<file path="config.mk">
export PLATFORM = sky130hd
export DESIGN_NAME = aes_stress_monitor
export DESIGN_NICKNAME = d
export VERILOG_FILES = /design/src/rtl/aes_stress_monitor.sv
export SDC_FILE = /design/constraint.sdc
export NUM_CORES = 1
export LEC_CHECK = 0
export BUFFER_PORTS_ARGS = -buffer_cell sky130_fd_sc_hd__buf_2
export CAP_MARGIN = 20
export CORE_UTILIZATION = 41
export CTS_CLUSTER_DIAMETER = 150
export DETAILED_ROUTE_END_ITERATION = 7
export PLACE_DENSITY = 0.7
export SLEW_MARGIN = 0
export SYNTH_ARGS = -nofsm -noshare
export SYNTH_HDL_FRONTEND = slang
export SYNTH_SLANG_ARGS = --single-unit
</file>
<file path="constraint.sdc">
create_clock -name clk -period 4.9 [get_ports clk]
set_clock_uncertainty 0.1 [all_clocks]
set_input_delay 0.98 -clock clk [delete_from_list [all_inputs] [get_ports clk]]
set_output_delay 0.98 -clock clk [all_outputs]
set_load 0.05 [all_outputs]
</file>
<file path="src/rtl/aes_stress_monitor.sv">
`default_nettype none
// ============================================================================
// Module   : aes_stress_monitor
// Purpose  : Result-side monitor for the AES-128 stress harness. Tracks the
//            encrypt core's start/finish handshake and folds every finished
//            ciphertext into a 128-bit MISR signature. Counts absorbed blocks
//            and raises done after NUM_BLOCKS of them. Protocol errors are
//            flagged, and optionally so are hung operations.
// Config   : `define AES_STRESS_MONITOR_TIMEOUT_EN enables the start->finish
//            watchdog timer and the timeout output. Without it, timeout is
//            tied to 0 and WAIT waits indefinitely.
// Ports    : clk          - sole clock, rising edge
//            rst_n        - asynchronous active-low reset
//            start        - pulse, core accepted a new block
//            finish       - pulse, result valid this cycle
//            result[127:0]- ciphertext from the core
//            signature    - current MISR value
//            block_count  - number of absorbed results
//            busy         - operation outstanding
//            done         - sticky, NUM_BLOCKS results absorbed
//            err          - sticky, protocol error or timeout
//            timeout      - sticky, the error was a timeout
// Revision : 1.0 - initial release
// ============================================================================
module aes_stress_monitor #(
  parameter int          NUM_BLOCKS     = 16,
  parameter int          TIMEOUT_CYCLES = 64,
  parameter logic [127:0] SEED          = 128'h1
) (
  input  logic         clk,
  input  logic         rst_n,
  input  logic         start,
  input  logic         finish,
  input  logic [127:0] result,
  output logic [127:0] signature,
  output logic [15:0]  block_count,
  output logic         busy,
  output logic         done,
  output logic         err,
  output logic         timeout
);

  typedef enum logic [1:0] {
    IDLE  = 2'd0,
    WAIT  = 2'd1,
    DONE  = 2'd2,
    ERROR = 2'd3
  } state_t;

  localparam logic [15:0] NB = 16'(NUM_BLOCKS);

  state_t         state;
  logic [127:0]   misr_next;
  logic [15:0]    count_inc;

  // Galois MISR step: multiply by x modulo x^128+x^7+x^2+x+1, then fold in
  // the new ciphertext.
  assign misr_next = {signature[126:0], 1'b0}
                   ^ (signature[127] ? 128'h87 : 128'h0)
                   ^ result;
  assign count_inc = block_count + 16'd1;

`ifdef AES_STRESS_MONITOR_TIMEOUT_EN
  localparam int TW = $clog2(TIMEOUT_CYCLES);
  localparam logic [TW-1:0] TLAST = TW'(TIMEOUT_CYCLES - 1);
  logic [TW-1:0] timer;
`else
  logic unused_timeout_cfg;
  assign unused_timeout_cfg = ^TIMEOUT_CYCLES;
  assign timeout            = 1'b0;
`endif

  always_ff @(posedge clk or negedge rst_n) begin
    if (!rst_n) begin
      state       <= IDLE;
      signature   <= SEED;
      block_count <= 16'd0;
      busy        <= 1'b0;
      done        <= 1'b0;
      err         <= 1'b0;
`ifdef AES_STRESS_MONITOR_TIMEOUT_EN
      timer       <= '0;
      timeout     <= 1'b0;
`endif
    end else begin
      case (state)
        IDLE: begin
          // A finish with nothing outstanding is spurious, even if a start
          // arrives alongside it.
          if (finish) begin
            state <= ERROR;
            err   <= 1'b1;
          end else if (start) begin
            state <= WAIT;
            busy  <= 1'b1;
`ifdef AES_STRESS_MONITOR_TIMEOUT_EN
            timer <= '0;
`endif
          end
        end
        WAIT: begin
          if (finish) begin
            // finish always wins, including in the timer's expiry cycle
            signature   <= misr_next;
            block_count <= count_inc;
            if (count_inc == NB) begin
              state <= DONE;
              done  <= 1'b1;
              busy  <= 1'b0;
            end else if (start) begin
`ifdef AES_STRESS_MONITOR_TIMEOUT_EN
              timer <= '0;
`endif
            end else begin
              state <= IDLE;
              busy  <= 1'b0;
            end
          end else if (start) begin
            state <= ERROR;
            err   <= 1'b1;
            busy  <= 1'b0;
          end else begin
`ifdef AES_STRESS_MONITOR_TIMEOUT_EN
            if (timer == TLAST) begin
              state   <= ERROR;
              err     <= 1'b1;
              timeout <= 1'b1;
              busy    <= 1'b0;
            end else begin
              timer <= timer + 1'b1;
            end
`endif
          end
        end
        default: begin
          // DONE and ERROR are terminal: everything frozen until reset.
        end
      endcase
    end
  end

endmodule
`default_nettype wire

</file>
==> results.md <==
* Status: complete, no violations
* Setup WS pre-CTS at around 2.2 ns
* Overall Global Routing Usage at 19.33%
* Met3 Usage GRT at about 4.8%
* Worst VDD drop at ~0.00033 V
* Synth Register Bits at 149
* Drt drc at 0
* Sink Count at roughly 150
* CP startpoint kind: register
* Worst Setup Path Type: register to register
* Most used routing layer: met2
* Register-to-Register Path Depth at 7
* RSZ-0062 raised after global routing: false
* Reg-to-Reg End: busy
* Register area share after synthesis at between 50% and 60%
* Vias in the first global route at 5269
* Final nets at 1078
* Final hold vios at 0
* Port Buffer Count at between 200 and 300
* DRT antenna net count at 0
* Ys async rst share at 100.0%
* PnR worst setup slack at 2.487 ns
* Htree depth at 4
* Arrival time at the worst endpoint at 2.61 ns
* P&R area growth vs syn at 30.67%
* Synth Flop Type: dfrtp_1
* Total wire length at about 16000 um
* FF-to-FF Start: block_count[0]
* Max_slew headroom at 48.21%
* Core area at around 16000 um^2
* Worst Setup End Kind: register
* CTS tree: yes
* Fmax at slightly above 400 MHz
* CTS Hold Bufs at 0
* Post-Syn Area at slightly below 7000 um^2
* 1st-iter DRT viols at 197
* Vias per cell at 4.666
* Synth Area per Inst at ~10 um^2
* Hold Startpoint: err
* Chip Width at ~130 um
* Pin count of the biggest net entering global routing at roughly 140
* TritonCTS Buffers at 17
* Post-cts sizing count at 0
* Post-synthesis instance total at 680
* Hold Path End: err
* Antenna violations before repair at 0
* Reg2reg setup slack at ~2.5 ns
* Clock slew seen by the registers of the worst setup and hold paths at ~0.060 ns
* Worst Tran Pin Value at ~0.78 ns
* Fin crit share at 49.23%
* Chip height at 131.6 um
* WL/cell at about 14 um
* Syn Nets at just over 800
* Most frequent cells in the layout: buf_2 (277), dfrtp_1 (148), nand2_1 (143)
* First-pass GRT wire length at between 20000 and 30000 um
* Largest area contributor in the netlist: dfrtp_1
* Max clock buf depth at 2
* Met1 Usage GRT at approximately a quarter
* Clock Latency Late Sink at roughly 0.41 ns
* Share of the synthesized area in the top cell type at between 50 and 60%
* WP data required at approximately 5 ns
* Post-synth EDFFs at 0
* Max Cap Viol at 0
* Vias at around 5500
* Pwr dens at slightly above 600 nW/um^2
* Layout cells sized above 1 at roughly a third
* Drt pass-1 iters at 4
* Final min period at about 2.4 ns
* Buffers inserted by post-CTS timing repair at 0
* Final-report max-slew violation count at 0
* Diode count at 0
* Worst Hold Depth at 1
* Leakage at about 4.4 nW
* Grt total ovfl at 0
* Initial core utilization at between 40 and 50%
* Placer Congestion at 0.8134
* Setup TNS at 0 ns
* Worst hold path type: register to register
* Synth cell types at 48
* HPWL after DPL at approximately 12000 um
* Area contributors post-synth: dfrtp_1 (54%), xnor2_1 (18%), o21ai_0 (9.5%), nand2_1 (7.8%), clkbuf_1 (1.5%)
* CTS Root Cell: clkbuf_16
* Yosys Warn Count at 0
* CP Max Fanout at 8
* Setup violations, final at 0
* Commonest non-fill, non-tap cell in the layout: buf_2
* Row Count at 46
* Top-level port count at 280
* Met2 Use GR at between 30% and 40%
* Die area at roughly 17000 um^2
## layout make-up
class | instances | area, um^2
inverter | 4 | 15.01
tap | 216 | 270.3
fill | 1450 | 7123
clock inverter | 13 | 133.9
timing repair buffer | 282 | 1440
sequential | 149 | 3730
clock buffer | 18 | 429.2
multi-input combinational | 490 | 2974
## layer usage
| metal | vias to the layer above | wire length [um] |
|---|---|---|
| met3 | 19 | 1020 |
| met1 | 2492 | 7287 |
| met4 | 0 | 248 |
| met5 | - | 0 |
| met2 | 201 | 7422 |
| li1 | 2756 | - |
## synthesized netlist by cell type (2+ instances only)
| master | instances |
|---|---|
| buf_1 | 3 |
| xnor2_1 | 140 |
| o21bai_1 | 2 |
| inv_1 | 3 |
| or3_1 | 3 |
| o22ai_1 | 2 |
| buf_2 | 3 |
| nand2_1 | 143 |
| buf_6 | 2 |
| nand4_1 | 4 |
| and2_1 | 2 |
| o21ai_0 | 130 |
| and3_1 | 2 |
| o31ai_1 | 2 |
| a21oi_1 | 4 |
| nor4_1 | 4 |
| nor3_1 | 4 |
| nand3_1 | 8 |
| ha_1 | 2 |
| nor2_1 | 7 |
| dfrtp_1 | 148 |
| xor2_1 | 8 |
| nand2b_1 | 2 |
| clkbuf_1 | 27 |
| nand4_2 | 2 |
## flip-flops by register name, summed over array words and instances (netlist names)
name and cells:
signature 128, block_count 16, state 2, busy 1, done 1, err 1
## worst max path at each step
stage	startpoint	endpoint	slack, ns	cells past startpoint
3_3_place_gp	finish	signature[122]	2.23	5
2_1_floorplan	block_count[0]	busy	2.36	7
5_1_grt	block_count[0]	busy	2.26	7
3_5_place_dp	finish	signature[35]	2.16	5
4_1_cts	block_count[0]	busy	2.47	7
6_report	block_count[0]	busy	2.49	7
## critical path, stage by stage, from the launching register on
cell and delay, ns:
dfrtp_1 0.46, ha_1 0.32, nand4_4 0.19, nor4_1 0.38
nand4_1 0.16, a211oi_2 0.26, nand4_2 0.17, a41o_1 0.28
## metrics by stage
stage	power, mW	hold WS (ns)	util (%)	instance area [um^2]	cells
3_5_place_dp	4.309	0.3606	52.31	8429	1141
2_1_floorplan	3.671	0.4697	-	6882	680
6_report	5.523	0.3699	55.80	8992	1172
4_1_cts	5.576	0.3784	55.80	8992	1172
3_3_place_gp	4.280	0.3545	52.31	8429	1141
5_1_grt	5.812	0.4144	55.80	8992	1172
## cells by family after synthesis
logic type      Yosys count  synth area share (%)
other cells               1               0.05449
xor+xnor                148                 18.84
buf+inv                  41                 2.582
simple gates            190                 12.38
mux                       1                0.1636
fa+ha+maj                 2                0.3636
flops                   149                 54.20
compound gates          148                 11.42
## power breakdown
group | total (mW) | switching, mW | internal [mW]
sequential | 1.94 | 0.361 | 1.58
combinational | 2.33 | 1.70 | 0.638
clock | 1.25 | 0.503 | 0.744
Power figures use the tool's default switching activity.
